[src/rtl/multicycle_controller.sv]
// Multi-cycle RV32I control FSM (FETCH/DECODE/EXEC/MEM/WB) with a stallable memory
// handshake, illegal-opcode trap, memory watchdog and retired-instruction counter.
module multicycle_controller #(
    parameter int MEM_TIMEOUT     = 255,
    parameter bit TRAP_ON_ILLEGAL = 1'b1,
    parameter int CNT_W           = 32
) (
    input  logic             clk,
    input  logic             rst_n,
    input  logic [6:0]       Opcode,
    input  logic             mem_ready,
    output logic             InstrFetch,
    output logic             MemRead,
    output logic             MemWrite,
    output logic             IRWrite,
    output logic             PCWrite,
    output logic             ALUSrc,
    output logic             MemtoReg,
    output logic             RegWrite,
    output logic             Branch,
    output logic             Jal,
    output logic             Jalr,
    output logic [1:0]       ALUOp,
    output logic             Retire,
    output logic             Halt,
    output logic             Illegal,
    output logic             MemFault,
    output logic [2:0]       state,
    output logic [CNT_W-1:0] retired
);
    localparam logic [6:0] OP_R    = 7'b0110011;
    localparam logic [6:0] OP_I    = 7'b0010011;
    localparam logic [6:0] OP_LW   = 7'b0000011;
    localparam logic [6:0] OP_SW   = 7'b0100011;
    localparam logic [6:0] OP_BEQ  = 7'b1100011;
    localparam logic [6:0] OP_JAL  = 7'b1101111;
    localparam logic [6:0] OP_JALR = 7'b1100111;
    localparam logic [6:0] OP_HALT = 7'b1111111;

    localparam int WC_W = (MEM_TIMEOUT > 0) ? $clog2(MEM_TIMEOUT + 1) : 1;

    typedef enum logic [2:0] {
        S_FETCH  = 3'd0,
        S_DECODE = 3'd1,
        S_EXEC   = 3'd2,
        S_MEM    = 3'd3,
        S_WB     = 3'd4,
        S_HALTED = 3'd5,
        S_TRAP   = 3'd6
    } state_t;

    state_t            state_reg;
    logic [6:0]        opcode_q;
    logic [WC_W-1:0]   wait_cnt;
    logic              mem_fault_reg;
    logic [CNT_W-1:0]  retired_reg;

    logic       timeout;
    logic       instr_fetch_dec, mem_read_dec, mem_write_dec, ir_write_dec, pc_write_dec;
    logic       alu_src_dec, mem_to_reg_dec, reg_write_dec, branch_dec, jal_dec, jalr_dec;
    logic [1:0] alu_op_dec;
    logic       retire_dec, halt_dec, illegal_dec, mem_fault_dec;

    function automatic logic is_known(input logic [6:0] op);
        return op inside {OP_R, OP_I, OP_LW, OP_SW, OP_BEQ, OP_JAL, OP_JALR};
    endfunction

    // The pending request has waited MEM_TIMEOUT-1 cycles and this one is not ready either.
    assign timeout = (MEM_TIMEOUT != 0) && !mem_ready
                  && ((32'(wait_cnt) + 32'd1) == 32'(MEM_TIMEOUT));

    always_ff @(posedge clk) begin
        if (!rst_n) begin
            state_reg     <= S_FETCH;
            opcode_q      <= '0;
            wait_cnt      <= '0;
            mem_fault_reg <= 1'b0;
            retired_reg   <= '0;
        end else begin
            wait_cnt <= '0;
            if (retire_dec)
                retired_reg <= retired_reg + CNT_W'(1);
            case (state_reg)
                S_FETCH: begin
                    if (mem_ready) begin
                        state_reg <= S_DECODE;
                    end else if (timeout) begin
                        state_reg     <= S_TRAP;
                        mem_fault_reg <= 1'b1;
                    end else begin
                        wait_cnt <= wait_cnt + WC_W'(1);
                    end
                end
                S_DECODE: begin
                    opcode_q <= Opcode;
                    if (Opcode == OP_HALT) begin
                        state_reg <= S_HALTED;
                    end else if (is_known(Opcode)) begin
                        state_reg <= S_EXEC;
                    end else if (TRAP_ON_ILLEGAL) begin
                        state_reg     <= S_TRAP;
                        mem_fault_reg <= 1'b0;
                    end else begin
                        state_reg <= S_FETCH;
                    end
                end
                S_EXEC: begin
                    case (opcode_q)
                        OP_BEQ:       state_reg <= S_FETCH;
                        OP_LW, OP_SW: state_reg <= S_MEM;
                        default:      state_reg <= S_WB;
                    endcase
                end
                S_MEM: begin
                    if (mem_ready) begin
                        state_reg <= (opcode_q == OP_LW) ? S_WB : S_FETCH;
                    end else if (timeout) begin
                        state_reg     <= S_TRAP;
                        mem_fault_reg <= 1'b1;
                    end else begin
                        wait_cnt <= wait_cnt + WC_W'(1);
                    end
                end
                S_WB:    state_reg <= S_FETCH;
                default: state_reg <= state_reg;
            endcase
        end
    end

    always_comb begin
        instr_fetch_dec = 1'b0;
        mem_read_dec    = 1'b0;
        mem_write_dec   = 1'b0;
        ir_write_dec    = 1'b0;
        pc_write_dec    = 1'b0;
        alu_src_dec     = 1'b0;
        mem_to_reg_dec  = 1'b0;
        reg_write_dec   = 1'b0;
        branch_dec      = 1'b0;
        jal_dec         = 1'b0;
        jalr_dec        = 1'b0;
        alu_op_dec      = 2'b00;
        retire_dec      = 1'b0;
        halt_dec        = 1'b0;
        illegal_dec     = 1'b0;
        mem_fault_dec   = 1'b0;

        // ALU operand selection stays valid through MEM so the address is stable.
        if (state_reg == S_EXEC || state_reg == S_MEM) begin
            alu_src_dec = opcode_q inside {OP_I, OP_LW, OP_SW, OP_JALR};
            case (opcode_q)
                OP_BEQ:       alu_op_dec = 2'b01;
                OP_R, OP_I:   alu_op_dec = 2'b10;
                OP_JALR:      alu_op_dec = 2'b11;
                default:      alu_op_dec = 2'b00;
            endcase
        end

        case (state_reg)
            S_FETCH: begin
                instr_fetch_dec = 1'b1;
                mem_read_dec    = 1'b1;
                ir_write_dec    = mem_ready;
                pc_write_dec    = mem_ready;
            end
            S_DECODE: begin
                retire_dec = !TRAP_ON_ILLEGAL && (Opcode != OP_HALT) && !is_known(Opcode);
            end
            S_EXEC: begin
                branch_dec = (opcode_q == OP_BEQ);
                jal_dec    = (opcode_q == OP_JAL);
                jalr_dec   = (opcode_q == OP_JALR);
                retire_dec = (opcode_q == OP_BEQ);
            end
            S_MEM: begin
                mem_read_dec  = (opcode_q == OP_LW);
                mem_write_dec = (opcode_q == OP_SW);
                retire_dec    = (opcode_q == OP_SW) && mem_ready;
            end
            S_WB: begin
                reg_write_dec  = 1'b1;
                mem_to_reg_dec = (opcode_q == OP_LW);
                retire_dec     = 1'b1;
            end
            S_HALTED: halt_dec = 1'b1;
            S_TRAP: begin
                illegal_dec   = !mem_fault_reg;
                mem_fault_dec = mem_fault_reg;
            end
            default: ;
        endcase
    end

    // Everything reads as zero while reset is held, including an in-flight store.
    assign InstrFetch = rst_n & instr_fetch_dec;
    assign MemRead    = rst_n & mem_read_dec;
    assign MemWrite   = rst_n & mem_write_dec;
    assign IRWrite    = rst_n & ir_write_dec;
    assign PCWrite    = rst_n & pc_write_dec;
    assign ALUSrc     = rst_n & alu_src_dec;
    assign MemtoReg   = rst_n & mem_to_reg_dec;
    assign RegWrite   = rst_n & reg_write_dec;
    assign Branch     = rst_n & branch_dec;
    assign Jal        = rst_n & jal_dec;
    assign Jalr       = rst_n & jalr_dec;
    assign ALUOp      = rst_n ? alu_op_dec : 2'b00;
    assign Retire     = rst_n & retire_dec;
    assign Halt       = rst_n & halt_dec;
    assign Illegal    = rst_n & illegal_dec;
    assign MemFault   = rst_n & mem_fault_dec;
    assign state      = rst_n ? state_reg : 3'd0;
    assign retired    = rst_n ? retired_reg : '0;

endmodule

[config.mk]
export PLATFORM = sky130hd
export DESIGN_NAME = multicycle_controller
export DESIGN_NICKNAME = d
export VERILOG_FILES = /design/src/rtl/multicycle_controller.sv
export SDC_FILE = /design/constraint.sdc
export NUM_CORES = 1
export LEC_CHECK = 0
export ABC_AREA = 1
export CAP_MARGIN = 5
export CORE_UTILIZATION = 42
export DETAILED_ROUTE_END_ITERATION = 10
export GPL_TIMING_DRIVEN = 1
export PLACE_DENSITY = 0.65
export SLEW_MARGIN = 10
export SYNTH_ARGS = -nofsm -noshare
export SYNTH_HDL_FRONTEND = slang
export SYNTH_SLANG_ARGS = --single-unit
[constraint.sdc]
create_clock -name clk -period 2 [get_ports clk]
set_clock_uncertainty 0.05 [all_clocks]
set_input_delay 0.2 -clock clk [delete_from_list [all_inputs] [get_ports clk]]
set_output_delay 0.2 -clock clk [all_outputs]
set_load 0.05 [all_outputs]
==> impl_metrics.csv <==
group,metric,value,unit
status,outcome,"finished, final reports clean",
finish,multi_input_area,2073,µm²
global_route,grt_pass1_vias,3612,
synthesis,yosys.area_share.simple,0.4485,
finish,syn_to_final_growth,40.62,%
worst_setup_path,crit_start,"opcode_q[6]",
finish,fin_util,0.6204,
power_and_ir_drop,p_per_area,653.2,nW/µm²
worst_setup_path,end_kind,"output pin",
worst_setup_path,rrSetupSlack,0.24,ns
global_route,grt_usage,0.2306,
placed_design,gp_routability_congestion,0.9011,
timing,min_period,1.915,ns
placed_design,port_buffers,61,
synthesis,synth_mux_area_frac,0,
global_route,grt_max_degree,38,
finish,seq_area,1030,µm²
timing,hold_violations,0,
floorplan,ios,62,
route,dr.first_iter.drc_count,225,
timing,fin_crit_sh,0.9574,
floorplan,core,7848,µm²
synthesis,synth_area,3462,µm²
worst_hold_path,worst_hold_path_type,"in2reg",
clock_network,path_clk_slew,0.09,ns
synthesis,synth_cell_types,34,
route,vias,3814,
finish,layout_commonest_cell,"nand2_1",
clock_network,cts_buffers,5,
route,drt_pre_antenna_iters,5,
clock_network,clk_path_buf_depth,2,
timing,max_freq,522.3,MHz
synthesis,ys_warn_count,0,
worst_setup_path,crit_end,"ALUOp[0]",
finish,largest_reg_flops,32,
clock_network,htreeDepth,2,
timing,setup_viol_count_final,0,
worst_setup_path,critPathRequiredTime,1.75,ns
clock_network,clock_sinks,51,
route,drt_wl_total,9461,µm
worst_setup_path,cp_num_cells,5,
worst_setup_path,crit_fanout,4,
clock_network,root_buffer,"clkbuf_8",
finish,fillers,740,
synthesis,synth_top_family_by_area,"simple AND/OR/NAND/NOR gates",
synthesis,synthAdderAreaFrac,0.01084,
route,drtAntennaViolNets,0,
synthesis,synthCells,593,
power_and_ir_drop,leakagePower,2.049,nW
worst_setup_path,slowest_stage,"dfxtp_1",
synthesis,synth_nets,606,
worst_setup_path,slowest_delay,0.40,ns
timing,rsz0062_at_grt,"yes",
timing,finalSetupTns,0,ns
timing,worst_slew_pin_slew,0.4610,ns
worst_setup_path,worstSetupPathType,"reg2out",
global_route,gr-total-overflow,0,
floorplan,rows,32,
synthesis,ys_seq_elements,51,
worst_setup_path,regToRegStartpoint,"retired_reg[5]",
run,max-cap-violations,0,
timing,drv_slew,0,
finish,nNetsFinal,667,
clock_network,hold_buffers,0,
worst_setup_path,critical-path-top-delay-family,"flip-flops",
finish,layout_common_cells,"198 x nand2_1, 80 x inv_1, 78 x nor2_1",
worst_setup_path,crit_buf_inv,2,
route,drc,0,
synthesis,seq_area_frac_synth,0.2949,
synthesis,synth_xor_area_frac,0.02783,
power_and_ir_drop,ir_drop,0.0006140,V
finish,insertedDiodeCount,0,
floorplan,die_h,92.79,µm
route,vias_per_cell,5.038,
clock_network,cts_setup_buffers,0,
route,wire_per_inst,12.50,µm
clock_network,cts_tree,"built",
worst_setup_path,crit_path_start_kind,"flop",
floorplan,initial_utilization,0.4412,
global_route,grt_pass1_wl,16170,µm
worst_setup_path,timing.rr.end,"retired_reg[26]",
timing,relSlewSlack,0.6903,
placed_design,hpwl,7387,µm
global_route,antenna_found_initial,0,
worst_setup_path,worstPathArrival,1.66,ns
floorplan,die-area,8610,µm²
finish,drive_gt1_frac,0.1756,
worst_setup_path,path_cells,"inv_1, nor2_4, nand3_1, a21oi_1, buf_12",
clock_network,clock_latency,0.31,ns
worst_setup_path,r2r_cells,8,
synthesis,synth_area_per_cell,5.838,µm²
floorplan,die-width,92.79,µm
synthesis,synth_compound_area_frac,0.09180,
## per-stage QoR
stage,power [mW],hold WS [ns],cells,area (µm²),setup slack [ns]
after floorplan,2.084,0.2849,593,3477,-0.1614
after global placement,2.498,0.3947,749,4720,0.2814
after detailed placement,2.521,0.4092,749,4720,0.1966
after CTS,3.137,0.3496,757,4820,0.0006599
after global routing,3.368,0.3535,757,4868,-0.05418
final,3.180,0.3436,757,4868,0.08527
## cells in the mapped netlist, drive strengths merged
cell type | instances | share of area
o21ai | 11 | 0.016
nor3b | 1 | 0.0036
o22a | 1 | 0.0025
o211a | 1 | 0.0029
ha | 3 | 0.011
a21oi | 41 | 0.063
nand3b | 3 | 0.0065
inv | 88 | 0.095
xor2 | 10 | 0.025
a31oi | 2 | 0.0036
and3 | 3 | 0.0054
nand2 | 204 | 0.22
nor3 | 29 | 0.051
nand4 | 9 | 0.020
nor2 | 86 | 0.096
a211oi | 1 | 0.0022
clkbuf | 6 | 0.0065
nand3 | 29 | 0.043
o21a | 1 | 0.0022
xnor2 | 1 | 0.0025
buf | 12 | 0.024
dfxtp | 51 | 0.29
## routing by layer
layer  vias up  routed length (µm)  global-route usage
met5         -                   0                   0
met4         0                 233             0.07949
met3        20                 423             0.04351
met2       103                4819              0.4203
met1      1723                3984              0.2666
li1       1968                   -                   -
## worst min-delay path, delay by kind of cell
| family | cells | cell delay, ns |
|---|---|---|
| buffers and inverters | 2 | 0.36 |
| and+or+nand+nor | 2 | 0.11 |
## logic make-up after synthesis
| kind of cell | count (synthesis) |
|---|---|
| flops | 51 |
| xor+xnor | 11 |
| compound gates | 58 |
| fa+ha+maj | 3 |
| buf+inv | 106 |
| simple gates | 364 |
## where the power goes
group	leakage [nW]	internal, mW	switching (mW)
Combinational	1.59	0.479	0.846
Sequential	0.415	1.13	0.124
Clock	0.0477	0.241	0.356
Total	2.05	1.85	1.33
## worst min-delay path by stage
stage	cells after the start	slack, ns	end	start
3_5_place_dp	1	0.41	wait_cnt[0]	wait_cnt[0]
4_1_cts	4	0.35	retired_reg[2]	rst_n
6_report	4	0.34	retired_reg[2]	rst_n
2_1_floorplan	2	0.28	opcode_q[0]	Opcode[0]
5_1_grt	4	0.35	opcode_q[3]	rst_n
3_3_place_gp	1	0.39	wait_cnt[0]	wait_cnt[0]
## area by class of cell
| type | instances | share of cell area |
|---|---|---|
| Timing Repair Buffer | 72 | 0.2508 |
| Clock inverter | 3 | 0.003084 |
| Clock buffer | 5 | 0.01414 |
| Inverter | 88 | 0.06836 |
| Sequential cell | 51 | 0.2115 |
| Tap cell | 102 | 0.02621 |
| Multi-Input combinational cell | 436 | 0.4259 |
## what timing repair did
item	4_1_cts	5_1_grt
gates resized for setup	6	15
pin swaps	0	1
cloned	0	0
endpoints found under the setup margin	3	6
hold endpoints to repair	0	0
Note: power is estimated with default switching activity, not from simulation.
